### src/rtl/uart_tx_pkg.sv
// Shared definitions for the UART transmitter: FSM state encoding, frame geometry, divider calculation.
// Kept separate so the future uart_rx can reuse the same encodings and divider rule.
package uart_tx_pkg;

    typedef enum logic [1:0] {
        ST_IDLE  = 2'd0,
        ST_START = 2'd1,
        ST_DATA  = 2'd2,
        ST_STOP  = 2'd3
    } tx_state_t;

    localparam int DATA_BITS  = 8;
    localparam int FRAME_BITS = 10;

    // Clocks per bit; callers must choose rates giving an integer result of at least 2.
    function automatic int calc_div(input int clk_rate, input int baud_rate);
        return clk_rate / baud_rate;
    endfunction

endpackage

### src/rtl/uart_tx_fifo.sv
// Synchronous FIFO ahead of the transmit shifter; pointers carry one extra wrap bit for full/empty.
// Read data is registered: a byte appears on rd_data the cycle after rd_en.
module uart_tx_fifo
    import uart_tx_pkg::*;
#(
    parameter int WIDTH      = DATA_BITS,
    parameter int DEPTH_LOG2 = 4
) (
    input  logic             clk,
    input  logic             reset_n,
    input  logic             wr_en,
    input  logic [WIDTH-1:0] wr_data,
    input  logic             rd_en,
    output logic [WIDTH-1:0] rd_data,
    output logic             full,
    output logic             empty
);

    localparam int DEPTH = 1 << DEPTH_LOG2;

    logic [WIDTH-1:0]    mem [DEPTH];
    logic [DEPTH_LOG2:0] wr_ptr;
    logic [DEPTH_LOG2:0] rd_ptr;

    assign empty = (wr_ptr == rd_ptr);
    assign full  = (wr_ptr[DEPTH_LOG2] != rd_ptr[DEPTH_LOG2]) &&
                   (wr_ptr[DEPTH_LOG2-1:0] == rd_ptr[DEPTH_LOG2-1:0]);

    // NOTE: the storage array has no reset; pointers alone define which entries are valid.
    always_ff @(posedge clk) begin
        if (wr_en && !full) begin
            mem[wr_ptr[DEPTH_LOG2-1:0]] <= wr_data;
        end
    end

    always_ff @(posedge clk or negedge reset_n) begin
        if (!reset_n) begin
            wr_ptr  <= '0;
            rd_ptr  <= '0;
            rd_data <= '0;
        end else begin
            if (wr_en && !full) begin
                wr_ptr <= wr_ptr + 1'b1;
            end
            if (rd_en && !empty) begin
                rd_data <= mem[rd_ptr[DEPTH_LOG2-1:0]];
                rd_ptr  <= rd_ptr + 1'b1;
            end
        end
    end

endmodule

### src/rtl/uart_tx.sv
// 8N1 serial transmitter, LSB first, DIV = CLK_RATE/BAUD_RATE clocks per bit.
// Define UART_TX_FIFO_EN for a 2^FIFO_DEPTH_LOG2-entry FIFO ahead of the shifter; otherwise a single holding register.
module uart_tx
    import uart_tx_pkg::*;
#(
    parameter int CLK_RATE        = 25000000,
    parameter int BAUD_RATE       = 2500000,
    parameter int FIFO_DEPTH_LOG2 = 4
) (
    input  logic       clk,
    input  logic       reset_n,
    input  logic [7:0] wdata,
    input  logic       wvalid,
    output logic       wready,
    output logic       busy,
    output logic       ser_tx
);

    localparam int DIV   = calc_div(CLK_RATE, BAUD_RATE);
    localparam int DIV_W = $clog2(DIV);
    localparam int OCC_W = $clog2((1 << FIFO_DEPTH_LOG2) + 2);
`ifdef UART_TX_FIFO_EN
    localparam int CAPACITY = (1 << FIFO_DEPTH_LOG2) + 1;
`else
    localparam int CAPACITY = 2;
`endif

    tx_state_t        state, state_next;
    logic [DIV_W-1:0] div_cnt, div_next;
    logic [2:0]       bit_cnt, bit_next;
    logic [7:0]       shift_q, shift_next;
    logic             ser_next;
    logic             bit_end;
    logic             load;
    logic             frame_done;
    logic             push;
    logic             byte_avail;
    logic [7:0]       byte_data;
    logic [OCC_W-1:0] occ, occ_next;
    logic             wready_next;

    assign push    = wvalid && wready;
    assign bit_end = (div_cnt == DIV_W'(DIV - 1));

    // Occupancy covers queued bytes plus the frame on the wire; it drops only when a stop bit completes.
    assign occ_next    = occ + OCC_W'(push) - OCC_W'(frame_done);
    assign wready_next = (occ_next < OCC_W'(CAPACITY));
    assign busy        = (state != ST_IDLE) || (occ != '0);

`ifdef UART_TX_FIFO_EN
    logic       fifo_full;
    logic       fifo_empty;
    logic       fifo_rd_en;
    logic       pend;
    logic [7:0] fifo_rd_data;

    // Prefetch one byte into the FIFO output register so the shifter can reload with no idle gap.
    assign fifo_rd_en = !fifo_empty && (!pend || load);
    assign byte_avail = pend;
    assign byte_data  = fifo_rd_data;

    uart_tx_fifo #(
        .WIDTH      (8),
        .DEPTH_LOG2 (FIFO_DEPTH_LOG2)
    ) u_fifo (
        .clk     (clk),
        .reset_n (reset_n),
        .wr_en   (push && !fifo_full),
        .wr_data (wdata),
        .rd_en   (fifo_rd_en),
        .rd_data (fifo_rd_data),
        .full    (fifo_full),
        .empty   (fifo_empty)
    );

    always_ff @(posedge clk or negedge reset_n) begin
        if (!reset_n) begin
            pend <= 1'b0;
        end else if (fifo_rd_en) begin
            pend <= 1'b1;
        end else if (load) begin
            pend <= 1'b0;
        end
    end
`else
    logic       hold_valid;
    logic [7:0] hold_data;

    assign byte_avail = hold_valid;
    assign byte_data  = hold_data;

    // A push can only coincide with a load (holding register being emptied), so push wins.
    always_ff @(posedge clk or negedge reset_n) begin
        if (!reset_n) begin
            hold_valid <= 1'b0;
            hold_data  <= '0;
        end else if (push) begin
            hold_valid <= 1'b1;
            hold_data  <= wdata;
        end else if (load) begin
            hold_valid <= 1'b0;
        end
    end
`endif

    // NOTE: state registers use non-blocking assignments so every flop samples pre-edge values.
    always_ff @(posedge clk or negedge reset_n) begin
        if (!reset_n) begin
            state   <= ST_IDLE;
            div_cnt <= '0;
            bit_cnt <= '0;
            shift_q <= '0;
            ser_tx  <= 1'b1;
            occ     <= '0;
            wready  <= 1'b1;
        end else begin
            state   <= state_next;
            div_cnt <= div_next;
            bit_cnt <= bit_next;
            shift_q <= shift_next;
            ser_tx  <= ser_next;
            occ     <= occ_next;
            wready  <= wready_next;
        end
    end

    always_comb begin
        // NOTE: every output of this block is defaulted first, so no branch can infer a latch.
        state_next = state;
        div_next   = div_cnt;
        bit_next   = bit_cnt;
        shift_next = shift_q;
        ser_next   = ser_tx;
        load       = 1'b0;
        frame_done = 1'b0;

        case (state)
            ST_IDLE: begin
                div_next = '0;
                if (byte_avail) begin
                    state_next = ST_START;
                    load       = 1'b1;
                    shift_next = byte_data;
                    ser_next   = 1'b0;
                end
            end
            ST_START: begin
                if (bit_end) begin
                    div_next   = '0;
                    bit_next   = '0;
                    state_next = ST_DATA;
                    ser_next   = shift_q[0];
                end else begin
                    div_next = div_cnt + DIV_W'(1);
                end
            end
            ST_DATA: begin
                if (bit_end) begin
                    div_next   = '0;
                    bit_next   = bit_cnt + 3'd1;
                    shift_next = {1'b1, shift_q[7:1]};
                    if (bit_cnt == 3'd7) begin
                        state_next = ST_STOP;
                        ser_next   = 1'b1;
                    end else begin
                        ser_next = shift_q[1];
                    end
                end else begin
                    div_next = div_cnt + DIV_W'(1);
                end
            end
            ST_STOP: begin
                if (bit_end) begin
                    div_next   = '0;
                    frame_done = 1'b1;
                    if (byte_avail) begin
                        state_next = ST_START;
                        load       = 1'b1;
                        shift_next = byte_data;
                        ser_next   = 1'b0;
                    end else begin
                        state_next = ST_IDLE;
                        ser_next   = 1'b1;
                    end
                end else begin
                    div_next = div_cnt + DIV_W'(1);
                end
            end
            default: state_next = ST_IDLE;
        endcase
    end

endmodule

### config.mk
export PLATFORM = sky130hd
export DESIGN_NAME = uart_tx
export DESIGN_NICKNAME = d
export VERILOG_FILES = /design/src/rtl/uart_tx_pkg.sv /design/src/rtl/uart_tx_fifo.sv /design/src/rtl/uart_tx.sv
export SDC_FILE = /design/constraint.sdc
export NUM_CORES = 1
export LEC_CHECK = 0
export CORE_MARGIN = 1.5
export CORE_UTILIZATION = 55
export DETAILED_ROUTE_END_ITERATION = 6
export GPL_TIMING_DRIVEN = 1
export PLACE_DENSITY = 0.77
export RECOVER_POWER = 100
export SLEW_MARGIN = 20
export SYNTH_ARGS = -nofsm -noshare
export SYNTH_HDL_FRONTEND = slang
export SYNTH_SLANG_ARGS = --single-unit
### constraint.sdc
create_clock -name clk -period 5.7 [get_ports clk]
set_input_delay 0.57 -clock clk [delete_from_list [all_inputs] [get_ports clk]]
set_output_delay 0.57 -clock clk [all_outputs]
set_load 0.01 [all_outputs]
Word-level counts from Yosys, hierarchy flattened. Index checks and enable logic that the tools add are counted.

Word-level logic and storage cells: 67. Latch bits: 0. Flip-flop bits (word level): 33. Memories: 0. Bits of input ports: 11. Memory bits (read-only): 0. Bits in writable memories: 0.

Muxes and demuxes: 30. Divide/modulo/power cells: 0. Add/sub/neg operators: 4. Order comparisons: 1. Reduce and logical (&&, ||, !) cells: 13. Equality and inequality tests: 10. Bitwise operators: 0. Shift operators: 0. $mul: 0.

Operator list (count): 8-bit two-way mux (3); 8-bit case mux with 3 select lines (1); 1-bit two-way mux (13); 2-bit two-way mux (5); 2-bit inequality test (second input constant) (5); 2-bit case mux with 4 select lines (1); 4-bit case mux with 2 select lines (1); 3-bit two-way mux (2); 3-bit case mux with 2 select lines (1); 3-bit AND reduction (2); 2-bit nonzero test (3); 5-bit by 1-bit adder with 5-bit output (1); 5-bit by 2-bit less-than comparator with 1-bit output (second input constant) (1); 5-bit AND reduction (1); 5-bit nonzero test (1); 5-bit by 1-bit subtractor with 5-bit output (1); 4-bit by 1-bit adder with 4-bit output (second input constant) (1); 2-bit == test (second input constant) (2); 4-bit == test (second input constant) (1); 4-bit two-way mux (1); 1-bit case mux with 4 select lines (1); 4-bit AND reduction (1); 3-bit by 1-bit adder with 3-bit output (second input constant) (1); 3-bit == test (second input constant) (1); 7 further kinds (7).

Longest topological paths before layout. Gate-level depths: netlist of run 1.

Word-level depth: 5. Depth in mapped cells: 14. Gate-level depth less buffers: 13.

Worst setup path after synthesis of run 1. No wires, ideal clock.

Path type: reg-to-reg. From: register div_cnt[0]. To: register wready. Data arrival time: 2.505 ns. Required time: 5.603 ns. Setup slack: 3.099 ns. Cell stages (with the launch flop): 14. Period minus slack after synthesis: 2.601 ns. Library setup time: 0.097 ns. Cells stage by stage: dfrtp_1 ha_1 and3b_1 clkbuf_1 and2_1 ha_1 inv_1 ha_1 inv_1 fa_1 nand2b_1 a21oi_1 xnor2_1 nor4_1.

Longest elaborated chain between the ends: 5.

Ends and longest elaborated chain: from (decl) (line uart_tx.sv:29) `logic [DIV_W-1:0] div_cnt, div_next;`; from (signal assigned) (line uart_tx.sv:118) `div_cnt <= div_next;`; 4-bit == test (line uart_tx.sv:43) `assign bit_end = (div_cnt == DIV_W'(DIV - 1));`; 1-bit two-way mux (line uart_tx.sv:173) `if (bit_end) begin`; 1-bit two-way mux (line uart_tx.sv:137) `case (state)`; 5-bit by 1-bit subtractor with 5-bit output (line uart_tx.sv:46) `assign occ_next = occ + OCC_W'(push) - OCC_W'(frame_done);`; net occ_next[4] (line uart_tx.sv:39) `logic [OCC_W-1:0] occ, occ_next;`; 5-bit by 2-bit less-than comparator with 1-bit output (line uart_tx.sv:47) `assign wready_next = (occ_next < OCC_W'(CAPACITY));`; net wready_next (line uart_tx.sv:40) `logic wready_next;`; to (signal assigned) (line uart_tx.sv:123) `wready <= wready_next;`; to (decl) (line uart_tx.sv:14) `output logic wready,`.

The timed path passes the listed nets, and every way through them passes these cells. A chain may end at the register's enable or synchronous reset.

Final worst setup path of run 1.
From: register state[0]. To: register shift_q[4].

Longest elaborated chain between the ends: 3.

Ends and longest elaborated chain: from (decl) (line uart_tx.sv:28) `tx_state_t state, state_next;`; from (signal assigned) (line uart_tx.sv:117) `state <= state_next;`; 2-bit == test / 2-bit logical NOT (equally long branches) (line uart_tx.sv:137); 2-bit inequality test (no line) / 3-bit nonzero test (equally long branches); 3-bit AND reduction (no line); to (signal assigned) (line uart_tx.sv:120) `shift_q <= shift_next;`; to (decl) (line uart_tx.sv:31) `logic [7:0] shift_q, shift_next;`.

Several ways; a longest one is shown, not always the timed one.

==> results by group, run 1 <==
Synth
  – Ys Warns: 0
  – Post-synthesis mux area share: 9.92%
  – Adder-cell share of the synthesized area: 12.7%
  – Sequential fraction of the synthesis area: 47.9%
  – Synth Area in Compound Gates: 11.7%
  – Synth area leaders: dfrtp_1 45%, ha_1 12%, mux2_2 5.9%, mux2i_1 4.1%, a21oi_1 3.2%
  – Synthesized Nets: 178
  – Mean Syn Cell Area: 11.5 sq um
  – Leading area contributor after synthesis: dfrtp_1
  – Synth Area in Simple Gates: 9.85%
  – Gate Count Post-Synth: 150
  – Synthesized area: 0.00173 sq mm
  – Netlist cell types: 35
  – Largest family of logic cells by synthesized area: adder cells
  – Yosys reg bits: 33
  – Share of the synthesized area in the top cell type: 44.9%
  – Synth Area in XOR/XNOR: 3.04%

Timing
  – Max-slew headroom: -14.9%
  – Layout Skew: 9.54 ps
  – Tcrit/Tclk final: 54.2%
  – Post-route minimum period: 3090 ps
  – Final hold vios: 0
  – Final Slew Violations: 51
  – Worst-Margin Slew: 1710 ps
  – RSZ-0062 raised after global routing: false
  – Sum Neg Setup Slack: 0 ps
  – Achievable Freq: 324 MHz
  – Worst setup margin: 2610 ps
  – # setup viols final: 0

Placement
  – Placed cell area: 0.00189 sq mm
  – GPL Wtd Cong: 0.732
  – Post-DP HPWL: 2200 um
  – Worst slack, placed: 2940 ps
  – Port Buffers: 13

Global route
  – Initial antenna violation count: 0
  – Total global-route track usage: 20.6%
  – Number of global-route vias before repair: 1186
  – First-pass GRT wire length: 5150 um
  – Congestion Overflow GR: 0
  – Pin count of the biggest net entering global routing: 34

Finish
  – Layout Area Growth over Synthesis: 10.6%
  – Ant. Diodes: 0
  – Final core occ: 63.1%
  – Commonest non-fill, non-tap cells in the layout: 31 x dfrtp_1, 16 x ha_1, 14 x inv_1
  – Share of post-route cells with drive strength above 1: 11.9%
  – Most common cell after layout, fill and taps aside: dfrtp_1
  – Post-route cell area: 0.00191 sq mm
  – Nets: 195

Critical path
  – R2R Setup Slk: 2610 ps
  – Critical Path Source Type: flip-flop
  – Worst setup path class: reg -> reg
  – Worst EP required: 5830 ps
  – CP arrival: 3220 ps
  – Crit. End Element: flip-flop
  – Peak fanout along the critical path: 17

Floorplan
  – Die footprint: 0.00349 sq mm
  – Top Ports: 14
  – Rows: 20
  – Vert. Die Dim: 59.1 um
  – CORE AREA: 0.00303 sq mm
  – Initial cell density of the core: 57.1%
  – Die width: 59.1 um

Routing
  – WL/cell: 14.1 um
  – Drt via density: 5.28
  – Post-route DRC violation count: 0
  – Vias: 1119
  – Total routed wirelength: 2990 um
  – Initial drt markers: 24
  – DRT antenna net count: 0
  – Drt pass-1 iters: 4

Power and ir drop
  – Power share of the sequential group: 61.4%
  – Internal Power: 301 uW
  – VDD IR-drop max: 0.124 mV
  – Leakage power: 0.956 nW
  – Switching part of the total: 21.2%
  – Combinational Power Share: 2.8%
  – Power, Total: 381 uW
  – Clock share of power: 35.8%
  – Sw Pwr: 80.8 uW
  – Pwr dens: 200 mW/mm^2

Clock network
  – Root buf cell: clkbuf_4
  – Setup Fix Bufs, Post-CTS: 0
  – CTS tree: yes
  – Maximum clock insertion buffer count: 2
  – Hold-fix buffers, CTS: 0
  – Cts repair resizes: 0
  – Clock Pin Slew Worst Setup and Hold Paths: 90 ps
  – # clock sinks: 33
  – Clk_lat worst skew: 340 ps
  – H-tree Lvls: 2
  – Num CTS Buffers: 5

Hold path
  – Hold Crit Class: reg -> reg

Run status
  – Status: finished with violations
  – Violated checks: max-capacitance violations, max-slew violations

Job
  – Max Cap Viol: 2
-- power by group through the flow --
stage / Combinational [mW] / Sequential [mW] / Clock, mW
floorplan: 0.0000622 / 0.239 / 0
global placement: 0.0117 / 0.239 / 0
detailed placement: 0.0119 / 0.239 / 0
CTS: 0.0119 / 0.234 / 0.143
global route: 0.0122 / 0.234 / 0.153
finish: 0.0108 / 0.234 / 0.137
-- logic make-up (layout without fill, tap and decap cells) --
group                      count (synthesis)  after routing
AOI/OAI and AO/OA                         27             27
xor gates and xnor gates                   6              6
adders and majority gates                 17             17
buffers and inverters                     18             36
DFF                                       33             33
muxes                                     16             16
and+or+nand+nor                           33             33
-- critical path, cell delays in order, from the launching register on --
cell	delay, ps
dfrtp_1	420
inv_1	150
ha_1	650
nor2_1	130
a211oi_1	1370
a21oi_1	160
-- per-layer routing --
| layer | track usage (%) | share of wire, % | wire length, um | vias to the layer above |
|---|---|---|---|---|
| li1 | - | - | - | 548 |
| met1 | 23.6 | 43 | 1290 | 545 |
| met2 | 35.6 | 52 | 1540 | 19 |
| met3 | 7.64 | 3.4 | 103 | 7 |
| met4 | 6.82 | 1.9 | 57 | 0 |
| met5 | 0 | 0 | 0 | - |
-- registers in the layout, indices dropped and copies added, names as in the netlist --
register,flops
bit_cnt,3
byte_avail,1
byte_data,8
div_cnt,4
occ,5
ser_tx,1
shift_q,8
state,2
wready,1
-- cell usage after synthesis, drive strengths merged --
| cell | instances |
|---|---|
| o311ai | 1 |
| nor4 | 1 |
| nand2 | 6 |
| nand2b | 1 |
| nor2b | 2 |
| clkbuf | 2 |
| or3 | 1 |
| nor2 | 12 |
| a221oi | 1 |
| dfstp | 2 |
| a211oi | 2 |
| and2 | 1 |
| xor2 | 2 |
| dfrtp | 31 |
| nand3 | 1 |
| buf | 2 |
| nand3b | 1 |
| inv | 14 |
| xnor2 | 4 |
| mux2i | 7 |
| a21o | 1 |
| fa | 1 |
| nor3b | 2 |
| a22oi | 2 |
| a32o | 2 |
| and3b | 1 |
| a21oi | 13 |
| o21ai | 5 |
| ha | 16 |
| mux2 | 9 |
| or2 | 1 |
| nor3 | 3 |
-- cell type report --
type                            instances  area, sq um
Multi-Input combinational cell         99          782
Timing Repair Buffer                   14          134
Sequential cell                        33          828
Clock buffer                            8         58.8
Tap cell                               44         55.1
Fill cell                             254         1120
Inverter                               14         52.6
-- through the flow --
| stage | hold slack (ps) | std cells |
|---|---|---|
| after detailed placement | 488 | 204 |
| final | 501 | 212 |
| after global placement | 479 | 204 |
| after CTS | 504 | 212 |
| after global routing | 534 | 212 |
| after floorplan | 274 | 150 |
-- final timing paths --
| kind | endpoint | startpoint | cells past startpoint |
|---|---|---|---|
| worst max register to register | shift_q[4] | state[0] | 5 |
| worst min register to register | bit_cnt[0] | bit_cnt[0] | 1 |
| worst min-delay path | bit_cnt[0] | bit_cnt[0] | 1 |
| min in group asynchronous | shift_q[7] | reset_n | 2 |
| max in group asynchronous | byte_data[4] | reset_n | 2 |
| worst max-delay path | shift_q[4] | state[0] | 5 |
Note: power is estimated with default switching activity, not from simulation.
==> run 2, diff against run 1 <==
- CORE_UTILIZATION: 55 -> 51
- PLACE_DENSITY: 0.77 -> 0.75
- clock period: 5.7 -> 2.5 ns (I/O delays scaled with it)
==> run 2 against run 1 <==
Against the previous run:
- the flow finishes with violations (max-capacitance violations, max-slew violations, negative setup slack)
- count of clock-buffer cells in the layout down 1
- global-route usage is 2.3 points lower
- worst hold slack improved by 9.2 ps
- maximum frequency grew 23%
- register-to-register slack got worse by 2600 ps
- final cell count rose by 2.8%
- utilization is 3.0 points higher
- critical endpoint is now wready
- wire length shrank 4.1%
- final area increased by 8.2%
- first-iteration DRC count grew to 2.7 times the previous value
==> results by group, run 2 (same netlist as run 1, synthesis figures left out) <==
Global route
  – Number of global-route vias before repair: 1123 (-5.3%)
  – First-pass GRT wire length: 4930 um (-4.3%)
  – Initial antenna violation count: 0 (unchanged)
  – Pin count of the biggest net entering global routing: 34 (unchanged)
  – Total global-route track usage: 18.3% (-2.3 points)
  – Congestion Overflow GR: 0 (unchanged)

Power and ir drop
  – Pwr dens: 432 mW/mm^2 (+120%)
  – Internal Power: 710 uW (+140%)
  – Power, Total: 893 uW (+130%)
  – Switching part of the total: 20.5% (-0.64 points)
  – Clock share of power: 37.5% (+1.7 points)
  – Combinational Power Share: 2.8% (about the same)
  – Sw Pwr: 183 uW (+130%)
  – VDD IR-drop max: 0.315 mV (+150%)
  – Power share of the sequential group: 59.7% (-1.7 points)
  – Leakage power: 1.05 nW (+9.6%)

Floorplan
  – Rows: 20 (unchanged)
  – Vert. Die Dim: 61.2 um (+3.6%)
  – CORE AREA: 0.00313 sq mm (+3.3%)
  – Initial cell density of the core: 55.2% (-1.8 points)
  – Die footprint: 0.00375 sq mm (+7.4%)
  – Die width: 61.2 um (+3.6%)
  – Top Ports: 14 (unchanged)

Timing
  – Hold WS: 510 ps (+9.23 ps)
  – Final hold vios: 0 (unchanged)
  – Tcrit/Tclk final: 101% (+47 points)
  – Worst-Margin Slew: 1690 ps (-27.8 ps)
  – Post-route minimum period: 2520 ps (-569 ps)
  – Worst setup margin: -18.0 ps (-2630 ps)
  – Max-slew headroom: -12.3% (+2.5 points)
  – RSZ-0062 raised after global routing: true
  – Achievable Freq: 397 MHz (+23%)
  – Final Slew Violations: 34 (-33%)
  – # setup viols final: 1 (+1)
  – Layout Skew: 7.46 ps (-2.08 ps)

Critical path
  – Reg2Reg Depth: 13 (+8)
  – Peak fanout along the critical path: 3 (-14)
  – Critical Path Source Type: flip-flop
  – Crit. End Element: flip-flop
  – CP arrival: 2760 ps (-460 ps)
  – Critical path's slowest cell: dfrtp_1
  – Max incr delay on CP: 410 ps (-960 ps)
  – Worst EP required: 2740 ps (-3090 ps)
  – R2R Setup Slk: -20 ps (-2630 ps)
  – Worst setup path class: reg -> reg
  – Worst path cell trace: inv_1 > ha_2 > and3b_1 > and2_4 > ha_4 > inv_2 > ha_4 > inv_2 > fa_2 > nand2b_4 > a21oi_4 > xnor2_2 > nor4_2

Clock network
  – Clk_lat worst skew: 330 ps (about the same)
  – CTS tree: yes
  – # clock sinks: 33 (unchanged)
  – Maximum clock insertion buffer count: 2 (unchanged)
  – Clock Pin Slew Worst Setup and Hold Paths: 100 ps (about the same)
  – Hold-fix buffers, CTS: 0 (unchanged)
  – H-tree Lvls: 2 (unchanged)
  – Root buf cell: clkbuf_4
  – Num CTS Buffers: 5 (unchanged)

Routing
  – Post-route DRC violation count: 0 (unchanged)
  – Initial drt markers: 65 (+170%)
  – DRT antenna net count: 0 (unchanged)
  – Vias: 1145 (+2.3%)
  – WL/cell: 13.1 um (-6.8%)
  – Drt via density: 5.25 (-0.49%)
  – Drt pass-1 iters: 4 (unchanged)
  – Total routed wirelength: 2870 um (-4.1%)

Placement
  – Post-DP HPWL: 2110 um (-4.1%)
  – Port Buffers: 13 (unchanged)
  – Dpl cells: 208 (+2.0%)
  – GPL Wtd Cong: 0.751 (+2.6%)

Hold path
  – Hold Crit Depth: 1 (unchanged)
  – Hold Crit Class: reg -> reg

Finish
  – Layout Cells excl Fill: 218 (+2.8%)
  – Share of post-route cells with drive strength above 1: 24.1% (+12 points)
  – Ant. Diodes: 0 (unchanged)
  – Commonest non-fill, non-tap cells in the layout: 31 x dfrtp_1, 13 x ha_1, 12 x inv_1, 12 x nor2_1, 12 x clkdlybuf4s50_1
  – Nets: 201 (+3.1%)
  – Layout Area Growth over Synthesis: 19.6%
  – Most common cell after layout, fill and taps aside: dfrtp_1

Job
  – Max Cap Viol: 1 (-1)

Run status
  – Status: finished with violations
  – Violated checks: max-capacitance violations, max-slew violations, negative setup slack
run 2: path summary, 6_finish.rpt:
| kind | from | end |
|---|---|---|
| worst max-delay path | div_cnt[1] | wready |
| worst max register to register | div_cnt[1] | wready |
| max in group asynchronous | reset_n | byte_data[5] |
| worst min register to register | byte_data[2] | byte_data[2] |
| worst min-delay path | byte_data[2] | byte_data[2] |
| min in group asynchronous | reset_n | bit_cnt[0] |
run 2: what timing repair did:
item / 4_1_cts / 5_1_grt
endpoints found under the setup margin: 1 / 1
pin swaps: 1 / 4
gates resized for setup: 0 / 3
buffers inserted: 0 / 2
run 2: layout make-up:
type | instances | area (sq um)
clock buffers | 7 | 65.1
multi-input cells | 99 | 882
inverters | 14 | 52.6
repair buffers | 20 | 179
fillers | 235 | 1060
clock inverters | 1 | 5.00
flip-flops and latches | 33 | 828
well taps | 44 | 55.1
run 2: metal layers:
metal / part of all wire [%] / vias up / global-route usage, % / wire [um]
met5: 0 / - / 0 / 0
met4: 1.6 / 0 / 5.59 / 47
met3: 4.4 / 6 / 6.30 / 125
met2: 48 / 22 / 28.4 / 1380
met1: 46 / 560 / 24.4 / 1320
li1: - / 557 / - / -
run 2: worst max-delay path, delay by kind of cell (launching register included):
kind / cells / cell delay (ps)
AO/OA/AOI/OAI: 1 / 130
XOR/XNOR: 1 / 100
flip-flops: 1 / 410
buffers and inverters: 3 / 160
adder cells (fa/ha/maj): 4 / 830
AND/OR/NAND/NOR: 4 / 790
run 2: metrics by stage:
step                      TNS, ps  util [%]  setup slack [ps]  cell area, sq um
after floorplan                 0         -              1.43              1780
after global placement          0      62.8              64.1              1960
after detailed placement    -48.2      62.8             -48.2              1960
after CTS                       0      65.0              14.8              2030
after global routing         -132      66.1              -132              2070
final                       -18.0      66.1             -18.0              2070
run 2: power groups by stage:
stage               Clock, mW  Sequential [mW]  Combinational (mW)
finish                  0.335            0.534              0.0249
global placement            0            0.544              0.0266
CTS                     0.344            0.534              0.0273
floorplan                   0            0.544            0.000141
global route            0.369            0.534              0.0285
detailed placement          0            0.544              0.0273
==> run 3, diff against run 2 <==
- clock period: 2.5 -> 2.3 ns (I/O delays scaled with it)
==> run 3 against run 2 <==
Against the previous run:
- combinational power increased by 9.2%
- clock power decreased by 8.1%
- the flow still finishes with violations (max-capacitance violations, max-slew violations, negative setup slack)
- final cell count increased by 4.1%
- non-clock buffer count increased by 9
==> results by group, run 3 (same netlist as run 1, synthesis figures left out) <==
Run status
  – Status: finished with violations
  – Violated checks: max-capacitance violations, max-slew violations, negative setup slack

Finish
  – Layout Cells excl Fill: 227 (+4.1%)
  – Multi-input gate area: 885 sq um (+0.28%)
  – Ant. Diodes: 0 (unchanged)
  – Fillers: 235 (unchanged)
  – Share of post-route cells with drive strength above 1: 28.4% (+4.3 points)
  – FF+latch area: 828 sq um (unchanged)
  – Most common cell after layout, fill and taps aside: dfrtp_1
  – Nets: 210 (+4.5%)
  – Final core occ: 67.8% (+1.7 points)
  – Layout Area Growth over Synthesis: 22.7%
  – Commonest non-fill, non-tap cells in the layout: 31 x dfrtp_1, 14 x buf_4, 12 x nor2_1, 12 x ha_1

Clock network
  – CTS tree: yes
  – Clock Pin Slew Worst Setup and Hold Paths: 110 ps (about the same)
  – Clk_lat worst skew: 320 ps (about the same)
  – H-tree Lvls: 2 (unchanged)
  – Num CTS Buffers: 5 (unchanged)
  – Maximum clock insertion buffer count: 2 (unchanged)
  – Root buf cell: clkbuf_4
  – # clock sinks: 33 (unchanged)

Timing
  – Sum Neg Setup Slack: -7.23 ps (+10.8 ps)
  – Final hold vios: 0 (unchanged)
  – # setup viols final: 1 (unchanged)
  – Final Slew Violations: 34 (unchanged)
  – Tcrit/Tclk final: 100% (-0.41 points)
  – Hold WS: 509 ps (-1.24 ps)
  – Worst setup margin: -7.23 ps (+10.8 ps)
  – Max-slew headroom: -13.3% (-1.0 points)
  – Worst-Margin Slew: 1700 ps (+15.1 ps)
  – Layout Skew: 6.86 ps (-0.610 ps)
  – Post-route minimum period: 2310 ps (-211 ps)
  – RSZ-0062 raised after global routing: true
  – Achievable Freq: 433 MHz (+9.1%)

Global route
  – Global-route met2 utilization: 32.1% (+3.6 points)
  – Total global-route track usage: 19.2% (+0.94 points)
  – Initial antenna violation count: 0 (unchanged)
  – Grt met1 use: 23.9% (-0.40 points)
  – Congestion Overflow GR: 0 (unchanged)
  – First-pass GRT wire length: 5200 um (+5.3%)
  – GR peak layer: met2
  – Pin count of the biggest net entering global routing: 34 (unchanged)
  – Met3 Use GR: 4.62% (-1.7 points)
  – Number of global-route vias before repair: 1189 (+5.9%)

Routing
  – Drt via density: 5.19 (-1.2%)
  – WL/cell: 13.3 um (+1.1%)
  – Initial drt markers: 26 (-60%)
  – Post-route DRC violation count: 0 (unchanged)
  – Vias: 1178 (+2.9%)
  – DRT antenna net count: 0 (unchanged)
  – Drt pass-1 iters: 4 (unchanged)
  – Total routed wirelength: 3020 um (+5.2%)

Floorplan
  – Die width: 61.2 um (unchanged)
  – Vert. Die Dim: 61.2 um (unchanged)
  – CORE AREA: 0.00313 sq mm (unchanged)
  – Die footprint: 0.00375 sq mm (unchanged)
  – Top Ports: 14 (unchanged)
  – Rows: 20 (unchanged)
  – Initial cell density of the core: 55.2% (unchanged)

Critical path
  – CP arrival: 2580 ps (-180 ps)
  – R2R Setup Slk: -7 ps (about the same)
  – FF-to-FF Start: div_cnt[1]
  – Critical Path Source Type: flip-flop
  – Worst EP required: 2570 ps (-170 ps)
  – Worst r2r dst: occ[4]
  – Peak fanout along the critical path: 2 (-1)
  – Crit. End Element: flip-flop
  – Worst setup path class: reg -> reg
  – Reg2Reg Depth: 13 (unchanged)

Power and ir drop
  – Power, Total: 916 uW (+2.5%)
  – Pwr dens: 432 mW/mm^2 (-0.10%)
  – VDD IR-drop max: 0.438 mV (+39%)
  – Leakage power: 1.08 nW (+2.7%)

Hold path
  – Hold Crit Depth: 2 (+1)
  – Hold endpoint: byte_data[6]
  – Hold Crit Class: in -> reg
  – Worst min-delay path startpoint: wdata[6]

Placement
  – GPL Wtd Cong: 0.783 (+4.3%)
  – Port Buffers: 13 (unchanged)
  – Post-DP HPWL: 2270 um (+7.5%)
  – Dpl cells: 217 (+4.3%)

Job
  – Max Cap Viol: 1 (unchanged)
run 3: worst max-delay path by stage:
stage               start     end  slack [ps]  cells past startpoint
2_1_floorplan  div_cnt[0]  wready        -200                     13
3_3_place_gp   div_cnt[1]  wready        -100                     13
3_5_place_dp   div_cnt[1]  wready        -160                     13
4_1_cts        div_cnt[1]  wready         -30                     13
5_1_grt        div_cnt[1]  wready        -160                     13
6_report       div_cnt[1]  occ[4]          -7                     13
run 3: per-stage QoR:
stage          cell area (sq um)  setup slack [ps]
6_report                    2120             -7.23
5_1_grt                     2120              -164
4_1_cts                     2090             -34.4
3_5_place_dp                2030              -155
3_3_place_gp                2030             -97.7
2_1_floorplan               1780              -199
run 3: metal layers:
layer  share of wire [%]  up-vias
met5                   0        -
met4                0.90        0
met3                 3.4        4
met2                  51       20
met1                  44      580
li1                    -      574
run 3: timing repair:
| item | CTS | global route |
|---|---|---|
| setup buffers | 1 | 1 |
| pin swaps | 6 | 0 |
| hold buffers | 0 | 0 |
| setup endpoints to repair | 1 | 3 |
| resized for setup | 0 | 6 |
run 3: critical path, cell delays in order, from the launching register on:
cell      delay, ps
dfrtp_1         390
inv_1            70
ha_2            160
and3b_1         170
and2_4          160
ha_4            190
inv_2            60
ha_4            120
inv_2            30
fa_2            340
nand2b_4        160
a21oi_4         140
xnor2_2         140
buf_4           130
run 3: area by class of cell:
class | instances | area share (%)
multi-input combinational | 99 | 41.7
sequential | 33 | 39.1
timing repair buffer | 29 | 11.6
tap | 44 | 2.60
inverter | 14 | 2.48
clock buffer | 5 | 1.77
clock inverter | 3 | 0.826
run 3: power breakdown:
| part | internal (mW) | total (mW) | leakage [nW] | switching, mW |
|---|---|---|---|---|
| Sequential | 0.580 | 0.580 | 0.408 | 0 |
| Combinational | 0.0147 | 0.0272 | 0.638 | 0.0125 |
| Clock | 0.115 | 0.308 | 0.0310 | 0.193 |
